File: src/rtl/rotary_quad_decoder_pkg.sv
// Shared constants and helpers for the rotary encoder front end.
//   DB_CYCLES_DEF   : default debounce window in clock cycles (1 ms at 50 MHz)
//   SYNC_STAGES_DEF : default synchronizer depth per raw input
//   quad_ev_e       : event class produced by one debounced A/B update
//   quad_event()    : classifies a previous/current debounced A/B pair
package rotary_quad_decoder_pkg;

    localparam int unsigned DB_CYCLES_DEF   = 50000;
    localparam int unsigned SYNC_STAGES_DEF = 2;

    typedef enum logic [1:0] {
        QEV_NONE = 2'd0,
        QEV_STEP = 2'd1,
        QEV_ERR  = 2'd2
    } quad_ev_e;

    // Both channels moving in one cycle is not a legal Gray-code transition.
    // Only an A rise counts as a detent; A falls and B-only changes are silent.
    function automatic quad_ev_e quad_event(
        input logic a_prev,
        input logic b_prev,
        input logic a_now,
        input logic b_now
    );
        quad_ev_e ev;
        ev = QEV_NONE;
        if ((a_prev != a_now) && (b_prev != b_now)) begin
            ev = QEV_ERR;
        end else if (a_now && !a_prev) begin
            ev = QEV_STEP;
        end
        return ev;
    endfunction

endpackage

File: src/rtl/rotary_debounce.sv
// Single-channel synchronizer and debouncer.
//   clk   : system clock, rising edge
//   rst   : asynchronous active-high reset
//   din   : raw asynchronous contact
//   level : debounced stable level
// A new level is accepted after DB_CYCLES consecutive cycles of the
// synchronized input differing from the stable level.
module rotary_debounce
    import rotary_quad_decoder_pkg::*;
#(
    parameter int unsigned DB_CYCLES   = DB_CYCLES_DEF,
    parameter int unsigned SYNC_STAGES = SYNC_STAGES_DEF
) (
    input  logic clk,
    input  logic rst,
    input  logic din,
    output logic level
);

    localparam int unsigned CNT_W = $clog2(DB_CYCLES + 1);
    localparam logic [CNT_W-1:0] CNT_LAST = CNT_W'(DB_CYCLES - 1);

    logic [SYNC_STAGES-1:0] sync_q, sync_d;
    logic [CNT_W-1:0]       cnt_q, cnt_d;
    logic                   level_q, level_d;
    logic                   synced;

    assign synced = sync_q[SYNC_STAGES-1];
    assign level  = level_q;

    always_comb begin
        sync_d  = {sync_q[SYNC_STAGES-2:0], din};
        cnt_d   = '0;
        level_d = level_q;
        // Counter stops at CNT_LAST: that is the accept cycle, so it never wraps.
        if (synced != level_q) begin
            if (cnt_q == CNT_LAST) begin
                level_d = synced;
            end else begin
                cnt_d = cnt_q + CNT_W'(1);
            end
        end
    end

    always_ff @(posedge clk or posedge rst) begin
        if (rst) begin
            sync_q  <= '0;
            cnt_q   <= '0;
            level_q <= 1'b0;
        end else begin
            sync_q  <= sync_d;
            cnt_q   <= cnt_d;
            level_q <= level_d;
        end
    end

endmodule

File: src/rtl/rotary_quad_decoder.sv
// Rotary encoder decoder: debounces A, B and push-button, then turns
// debounced A rises into step pulses with direction, flags illegal
// quadrature transitions and pulses on button presses.
//   CLK     : system clock, rising edge
//   RESET   : asynchronous active-high reset
//   ROTA/ROTB/ROTCTR : raw shaft A, shaft B and button contacts
//   STEP    : one-cycle pulse per detent
//   DIR     : 1 = increment, 0 = decrement; held between steps
//   PRESS   : one-cycle pulse on button press
//   CTR_LVL : debounced button level
//   ERR     : one-cycle pulse on illegal A/B transition
module rotary_quad_decoder
    import rotary_quad_decoder_pkg::*;
#(
    parameter int unsigned DB_CYCLES   = DB_CYCLES_DEF,
    parameter int unsigned SYNC_STAGES = SYNC_STAGES_DEF
) (
    input  logic CLK,
    input  logic RESET,
    input  logic ROTA,
    input  logic ROTB,
    input  logic ROTCTR,
    output logic STEP,
    output logic DIR,
    output logic PRESS,
    output logic CTR_LVL,
    output logic ERR
);

    logic a_lvl, b_lvl, c_lvl;
    logic a_prev_q, a_prev_d;
    logic b_prev_q, b_prev_d;
    logic c_prev_q, c_prev_d;
    logic step_q, step_d;
    logic dir_q, dir_d;
    logic press_q, press_d;
    logic err_q, err_d;
    quad_ev_e ev;

    rotary_debounce #(.DB_CYCLES(DB_CYCLES), .SYNC_STAGES(SYNC_STAGES)) u_deb_a (
        .clk(CLK), .rst(RESET), .din(ROTA), .level(a_lvl)
    );

    rotary_debounce #(.DB_CYCLES(DB_CYCLES), .SYNC_STAGES(SYNC_STAGES)) u_deb_b (
        .clk(CLK), .rst(RESET), .din(ROTB), .level(b_lvl)
    );

    rotary_debounce #(.DB_CYCLES(DB_CYCLES), .SYNC_STAGES(SYNC_STAGES)) u_deb_c (
        .clk(CLK), .rst(RESET), .din(ROTCTR), .level(c_lvl)
    );

    always_comb begin
        a_prev_d = a_lvl;
        b_prev_d = b_lvl;
        c_prev_d = c_lvl;
        ev       = quad_event(a_prev_q, b_prev_q, a_lvl, b_lvl);
        step_d   = (ev == QEV_STEP);
        err_d    = (ev == QEV_ERR);
        dir_d    = dir_q;
        // B low while A rises means clockwise (increment).
        if (ev == QEV_STEP) begin
            dir_d = ~b_lvl;
        end
        press_d  = c_lvl & ~c_prev_q;
    end

    always_ff @(posedge CLK or posedge RESET) begin
        if (RESET) begin
            a_prev_q <= 1'b0;
            b_prev_q <= 1'b0;
            c_prev_q <= 1'b0;
            step_q   <= 1'b0;
            dir_q    <= 1'b0;
            press_q  <= 1'b0;
            err_q    <= 1'b0;
        end else begin
            a_prev_q <= a_prev_d;
            b_prev_q <= b_prev_d;
            c_prev_q <= c_prev_d;
            step_q   <= step_d;
            dir_q    <= dir_d;
            press_q  <= press_d;
            err_q    <= err_d;
        end
    end

    assign STEP    = step_q;
    assign DIR     = dir_q;
    assign PRESS   = press_q;
    assign ERR     = err_q;
    assign CTR_LVL = c_lvl;

endmodule

File: config.mk
export PLATFORM = sky130hd
export DESIGN_NAME = rotary_quad_decoder
export DESIGN_NICKNAME = d
export VERILOG_FILES = /design/src/rtl/rotary_quad_decoder_pkg.sv /design/src/rtl/rotary_debounce.sv /design/src/rtl/rotary_quad_decoder.sv
export SDC_FILE = /design/constraint.sdc
export NUM_CORES = 1
export LEC_CHECK = 0
export ABC_AREA = 1
export CORE_MARGIN = 4
export CORE_UTILIZATION = 55
export DETAILED_ROUTE_END_ITERATION = 7
export PLACE_DENSITY = 0.72
export SLEW_MARGIN = 20
export SYNTH_ARGS = -nofsm -noshare
export SYNTH_HDL_FRONTEND = slang
export SYNTH_SLANG_ARGS = --single-unit
File: constraint.sdc
create_clock -name CLK -period 1.9 [get_ports CLK]
set_clock_uncertainty 0.2 [all_clocks]
set_input_delay 0.19 -clock CLK [delete_from_list [all_inputs] [get_ports CLK]]
set_output_delay 0.19 -clock CLK [all_outputs]
set_load 0.05 [all_outputs]
==> results_dict.tcl, run 1 <==
set metrics [dict create \
    synth_area_per_cell_sq_um 8.41 \
    synth-seq-cells 64 \
    relSlewSlack_pct 66.3 \
    antenna_found_initial 0 \
    cts_tree "built" \
    clock-root-buffer "clkbuf_8" \
    antenna_cells 0 \
    drive_above_1_share_pct 14.3 \
    ys_seq_area_share_pct 49.3 \
    crit_cells 1 \
    cts.sinks 64 \
    reg2reg_slack_ns 0.31 \
    leakage_uw 0.00173 \
    grt_setup_unrepaired "false" \
    fin_ws_ns 0.0495 \
    wire_per_inst_um 12.1 \
    die_h_um 84.8 \
    crit_buf_inv 1 \
    grt_max_degree 65 \
    drt-total-wl_mm 5.86 \
    synth_cell_types 25 \
    port_buffers 9 \
    cts_buffers 9 \
    setup_viol_count_final 0 \
    dpl_cell_area_sq_um 3450 \
    vias 2452 \
    arrival_ns 1.46 \
    peakVddDrop_uv 562 \
    ys_warn_count 0 \
    place_congestion 0.895 \
    ioPinCount 10 \
    routed_via_density 5.07 \
    globalRouteTotalUtil_pct 18.4 \
    cp_top_family "buffers and inverters" \
    die-area_sq_um 7200 \
    hold_viol_final 0 \
    clk-insertion-delay-late_ns 0.34 \
    slowest_delay_ns 0.79 \
    syn_nets 395 \
    fmax_mhz 540 \
    worstSetupStartpointType "flop" \
    finalCritPeriodShare_pct 97.4 \
    r2r_end "u_deb_c.cnt_q[8]" \
    worst-setup-path-type "reg2out" \
    p_total_uw 2740 \
    pre_cts_slack_ns 0.315 \
    cp_max_fo 1 \
    outcome "complete, no violations" \
    syn_area_sq_um 3250 \
    die_w_um 84.8 \
    hp-class "in2async" \
    ant_nets 0 \
    netlist_instances 386 \
    clockBufferDepth 2 \
    crit_required_ns 1.51 \
    nNetsFinal 416 \
    design_area_sq_um 3670 \
    power.density_nw_per_um2 747 \
    rows 27 \
    post-dp-hpwl_mm 4.25 \
    endpoint "PRESS" \
    setup_tns_ns 0 \
    clkTransAtPathRegs_ns 0.07 \
    hold_slack_ns 0.0480 \
    firstDrtPassIters 4 \
    slew_violations 0 \
    worst_pin_slew_ns 0.504 \
    worstPathCellList "clkdlybuf4s50_1" \
    grt_pass1_vias 2420 \
    grt_pass1_wl_mm 10.6 \
    rr_startpoint "u_deb_c.cnt_q[0]" \
    cp-end-kind "output port" \
    crit_path_top_delay_cell "clkdlybuf4s50_1" \
    start_util_pct 57.9 \
    worstSetupStartpoint "PRESS" \
    layout_common_cells "nor2_1 (94), dfrtp_1 (64), nand2_1 (57), inv_1 (42), nand3_1 (29)" \
    cts_max_level 3 \
    cap_violations 0 \
    layout_commonest_cell "nor2_1" \
    r2r_cells 6 \
    globalRouteOverflowTotal 0 \
    drtIter0Drc 125 \
    syn_to_final_growth_pct 12.9 \
    core_sq_um 5610 \
    min_period_ns 1.85 \
    drc 0 \
]
==> per-stage QoR <==
stage / utilization (%) / cells
2_1_floorplan: - / 386
3_3_place_gp: 61.5 / 468
3_5_place_dp: 61.5 / 468
4_1_cts: 65.3 / 484
5_1_grt: 65.4 / 484
6_report: 65.4 / 484
==> area by class of cell <==
cell class / instances / area (sq um)
clock buffers: 12 / 165
clock inverters: 4 / 51.3
fillers: 475 / 1940
inverters: 45 / 173
multi-input cells: 277 / 1480
flip-flops and latches: 64 / 1600
well taps: 72 / 90.1
repair buffers: 10 / 109
==> cell usage after synthesis <==
library cell / number / share of area, %
nor3_1: 1 / 0.15
nor2_2: 9 / 1.7
o21ai_1: 2 / 0.31
inv_1: 43 / 5.0
a31oi_1: 5 / 0.96
o21ai_0: 3 / 0.46
nand4_1: 9 / 1.7
xnor2_1: 8 / 2.2
o21bai_1: 3 / 0.69
xor2_1: 17 / 4.6
dfrtp_1: 64 / 49
nor2_1: 94 / 11
nor2_4: 1 / 0.35
nand3_2: 5 / 1.5
nor3_2: 2 / 0.62
nor3b_2: 1 / 0.39
ha_1: 4 / 1.5
inv_2: 2 / 0.23
nand2_2: 15 / 2.9
a21oi_1: 7 / 1.1
nand2_4: 1 / 0.35
xor2_2: 3 / 1.5
nand3_1: 29 / 4.5
nand2_1: 57 / 6.6
nor3_4: 1 / 0.50
==> metal layers <==
layer	share of wire, %	global-route usage [%]	vias to the layer above
li1	-	-	1254
met1	47	23.8	1142
met2	46	28.8	49
met3	5.4	6.89	7
met4	1.1	6.04	0
met5	0	0	-
==> registers in the layout (all words and copies together) (netlist names), 2 cells and up <==
register and flops:
u_deb_c.cnt_q 16, u_deb_a.cnt_q 16, u_deb_a.sync_q 2, u_deb_b.cnt_q 16, u_deb_c.sync_q 2, u_deb_b.sync_q 2
==> worst min-delay path by stage <==
stage                              endpoint  slack, ns  depth (start not counted)
after global routing      u_deb_c.sync_q[0]       0.07                          1
after detailed placement  u_deb_a.sync_q[1]       0.14                          0
after floorplan           u_deb_a.sync_q[0]       0.02                          0
after global placement    u_deb_a.sync_q[1]       0.13                          0
final                     u_deb_b.cnt_q[14]       0.05                          3
after CTS                 u_deb_b.sync_q[0]       0.07                          1
==> where the power goes <==
part	switching, uW	total, uW	internal, uW
sequential	20.8	1400	1380
combinational	63.9	100	36.2
clock	522	1230	713
total	606	2740	2130
==> timing repair <==
| item | 4_1_cts | 5_1_grt |
|---|---|---|
| pin swaps | 0 | 0 |
| buffers inserted | 0 | 0 |
| gates resized for setup | 1 | 1 |
| setup endpoints to repair | 1 | 1 |
| hold buffers | 0 | 0 |
==> kinds of logic after synthesis <==
logic type	synth area share, %
AND/OR/NAND/NOR	32.2
flip-flops	49.3
buffers and inverters	5.20
XOR/XNOR	8.25
AO/OA/AOI/OAI	3.51
adder cells (fa/ha/maj)	1.54
==> tightest hold or removal path, cell delays in order <==
cell             delay, ns
clkdlybuf4s50_1       0.44
clkinvlp_4            0.09
buf_12                0.27
Note: power is estimated with default switching activity, not from simulation.
==> inputs of run 2 (changes only) <==
CORE_UTILIZATION = 54   (was 55)
CTS_CLUSTER_SIZE = 40   (was unset)
PLACE_DENSITY = 0.71   (was 0.72)
==> results_dict.tcl, run 2 (synthesized netlist as in run 1, its figures left out) <==
set metrics [dict create \
    crit_path_top_delay_cell "clkdlybuf4s50_1" \
    grt_pass1_vias 2439 \
    core_sq_um 5680 \
    worst-setup-path-type "reg2out" \
    setup_viol_count_final 0 \
    relSlewSlack_pct 66.2 \
    globalRouteTotalUtil_pct 19.1 \
    cts_max_level 3 \
    hp-class "in2reg" \
    grt_max_degree 55 \
    design_area_sq_um 3640 \
    die_h_um 85.5 \
    slew_violations 0 \
    rows 27 \
    grt_pass1_wl_mm 11.0 \
    power.density_nw_per_um2 709 \
    clockBufferDepth 2 \
    fmax_mhz 538 \
    cp_top_family "buffers and inverters" \
    worstPathCellList "clkdlybuf4s50_1" \
    arrival_ns 1.47 \
    start_util_pct 57.2 \
    clkTransAtPathRegs_ns 0.07 \
    ioPinCount 10 \
    worst_pin_slew_ns 0.506 \
    utilization_pct 64.2 \
    antenna_cells 0 \
    leakage_uw 0.00171 \
    port_buffers 9 \
    hold_viol_final 0 \
    cts_buffers 9 \
    ant_nets 0 \
    slowest_delay_ns 0.79 \
    syn_to_final_growth_pct 12.2 \
    clk-insertion-delay-late_ns 0.35 \
    cap_violations 0 \
    crit_buf_inv 1 \
    antenna_found_initial 0 \
    globalRouteOverflowTotal 0 \
    post-dp-hpwl_mm 4.30 \
    cts_tree "built" \
    place_congestion 0.866 \
    layout_common_cells "nor2_1 (94), dfrtp_1 (64), nand2_1 (57), inv_1 (42), nand3_1 (29)" \
    grt_setup_unrepaired "false" \
    peakVddDrop_uv 479 \
    min_period_ns 1.86 \
    finalCritPeriodShare_pct 97.8 \
    routed_via_density 5.01 \
    clock-root-buffer "clkbuf_8" \
    layout_commonest_cell "nor2_1" \
    cp-end-kind "output port" \
    dpl_cell_area_sq_um 3450 \
    vias 2431 \
    worstSetupStartpointType "flop" \
    cp_max_fo 1 \
    die-area_sq_um 7320 \
    firstDrtPassIters 4 \
    drt-total-wl_mm 5.96 \
    outcome "complete, no violations" \
    drive_above_1_share_pct 14.0 \
    cts.sinks 64 \
    drc 0 \
    drtIter0Drc 128 \
    nNetsFinal 417 \
    die_w_um 85.5 \
    wire_per_inst_um 12.3 \
    setup_tns_ns 0 \
    reg_top3 "u_deb_a.cnt_q (16), u_deb_b.cnt_q (16), u_deb_c.cnt_q (16)" \
    crit_required_ns 1.51 \
]
run 2: cell count changes in the layout (fill, tap and decap cells not counted):
cell | before | now
bufinv_16 | 1 | 0
dlygate4sd3_1 | 0 | 1
clkbuf_1 | 0 | 1
clkbuf_8 | 12 | 11
clkinvlp_4 | 2 | 3
run 2: worst paths after layout:
check                             startpoint                 to  slack (ns)  cells after the start
max                                     STEP               STEP        0.04                      1
min                                     ROTB  u_deb_b.sync_q[0]        0.08                      1
max reg2reg                 u_deb_c.cnt_q[0]   u_deb_c.cnt_q[8]        0.30                      6
min reg2reg                u_deb_a.sync_q[0]  u_deb_a.sync_q[1]        0.15                      0
max in group asynchronous              RESET           a_prev_q        0.46                      4
min in group asynchronous              RESET   u_deb_c.cnt_q[3]        0.51                      3
run 2: repair_timing:
item / in CTS / in global routing
resized for setup: 1 / 1
endpoints found under the setup margin: 1 / 1
setup buffers: 0 / 0
hold endpoints to repair: 10 / 0
hold buffers: 1 / 0
run 2: cell type report:
| cell class | instances | area, sq um |
|---|---|---|
| fillers | 490 | 2030 |
| multi-input cells | 277 | 1480 |
| flip-flops and latches | 64 | 1600 |
| well taps | 72 | 90.1 |
| clock inverters | 4 | 28.8 |
| clock buffers | 12 | 155 |
| repair buffers | 11 | 119 |
| inverters | 45 | 173 |
run 2: metrics by stage:
stage	setup WS (ns)	std cells	total power, uW	hold slack (ns)
after CTS	0.00982	485	2620	0.0663
after detailed placement	0.304	468	1530	0.139
final	0.0409	485	2580	0.0800
after floorplan	0.418	386	1500	0.0214
after global routing	0.000743	485	2710	0.0819
after global placement	0.335	468	1530	0.132
run 2: power by group:
part	internal (uW)	total, uW	switching [uW]
logic	37.2	101	64.3
registers	1380	1400	20.9
clock network	544	1080	531
run 2: per-layer routing:
| layer | share of wire [%] | routed length [um] | GRT usage (%) | vias up |
|---|---|---|---|---|
| met5 | 0 | 0 | 0 | - |
| met4 | 1.7 | 104 | 7.05 | 0 |
| met3 | 3.5 | 211 | 5.67 | 10 |
| met2 | 47 | 2800 | 30.1 | 31 |
| met1 | 48 | 2850 | 25.1 | 1140 |
| li1 | - | - | - | 1250 |
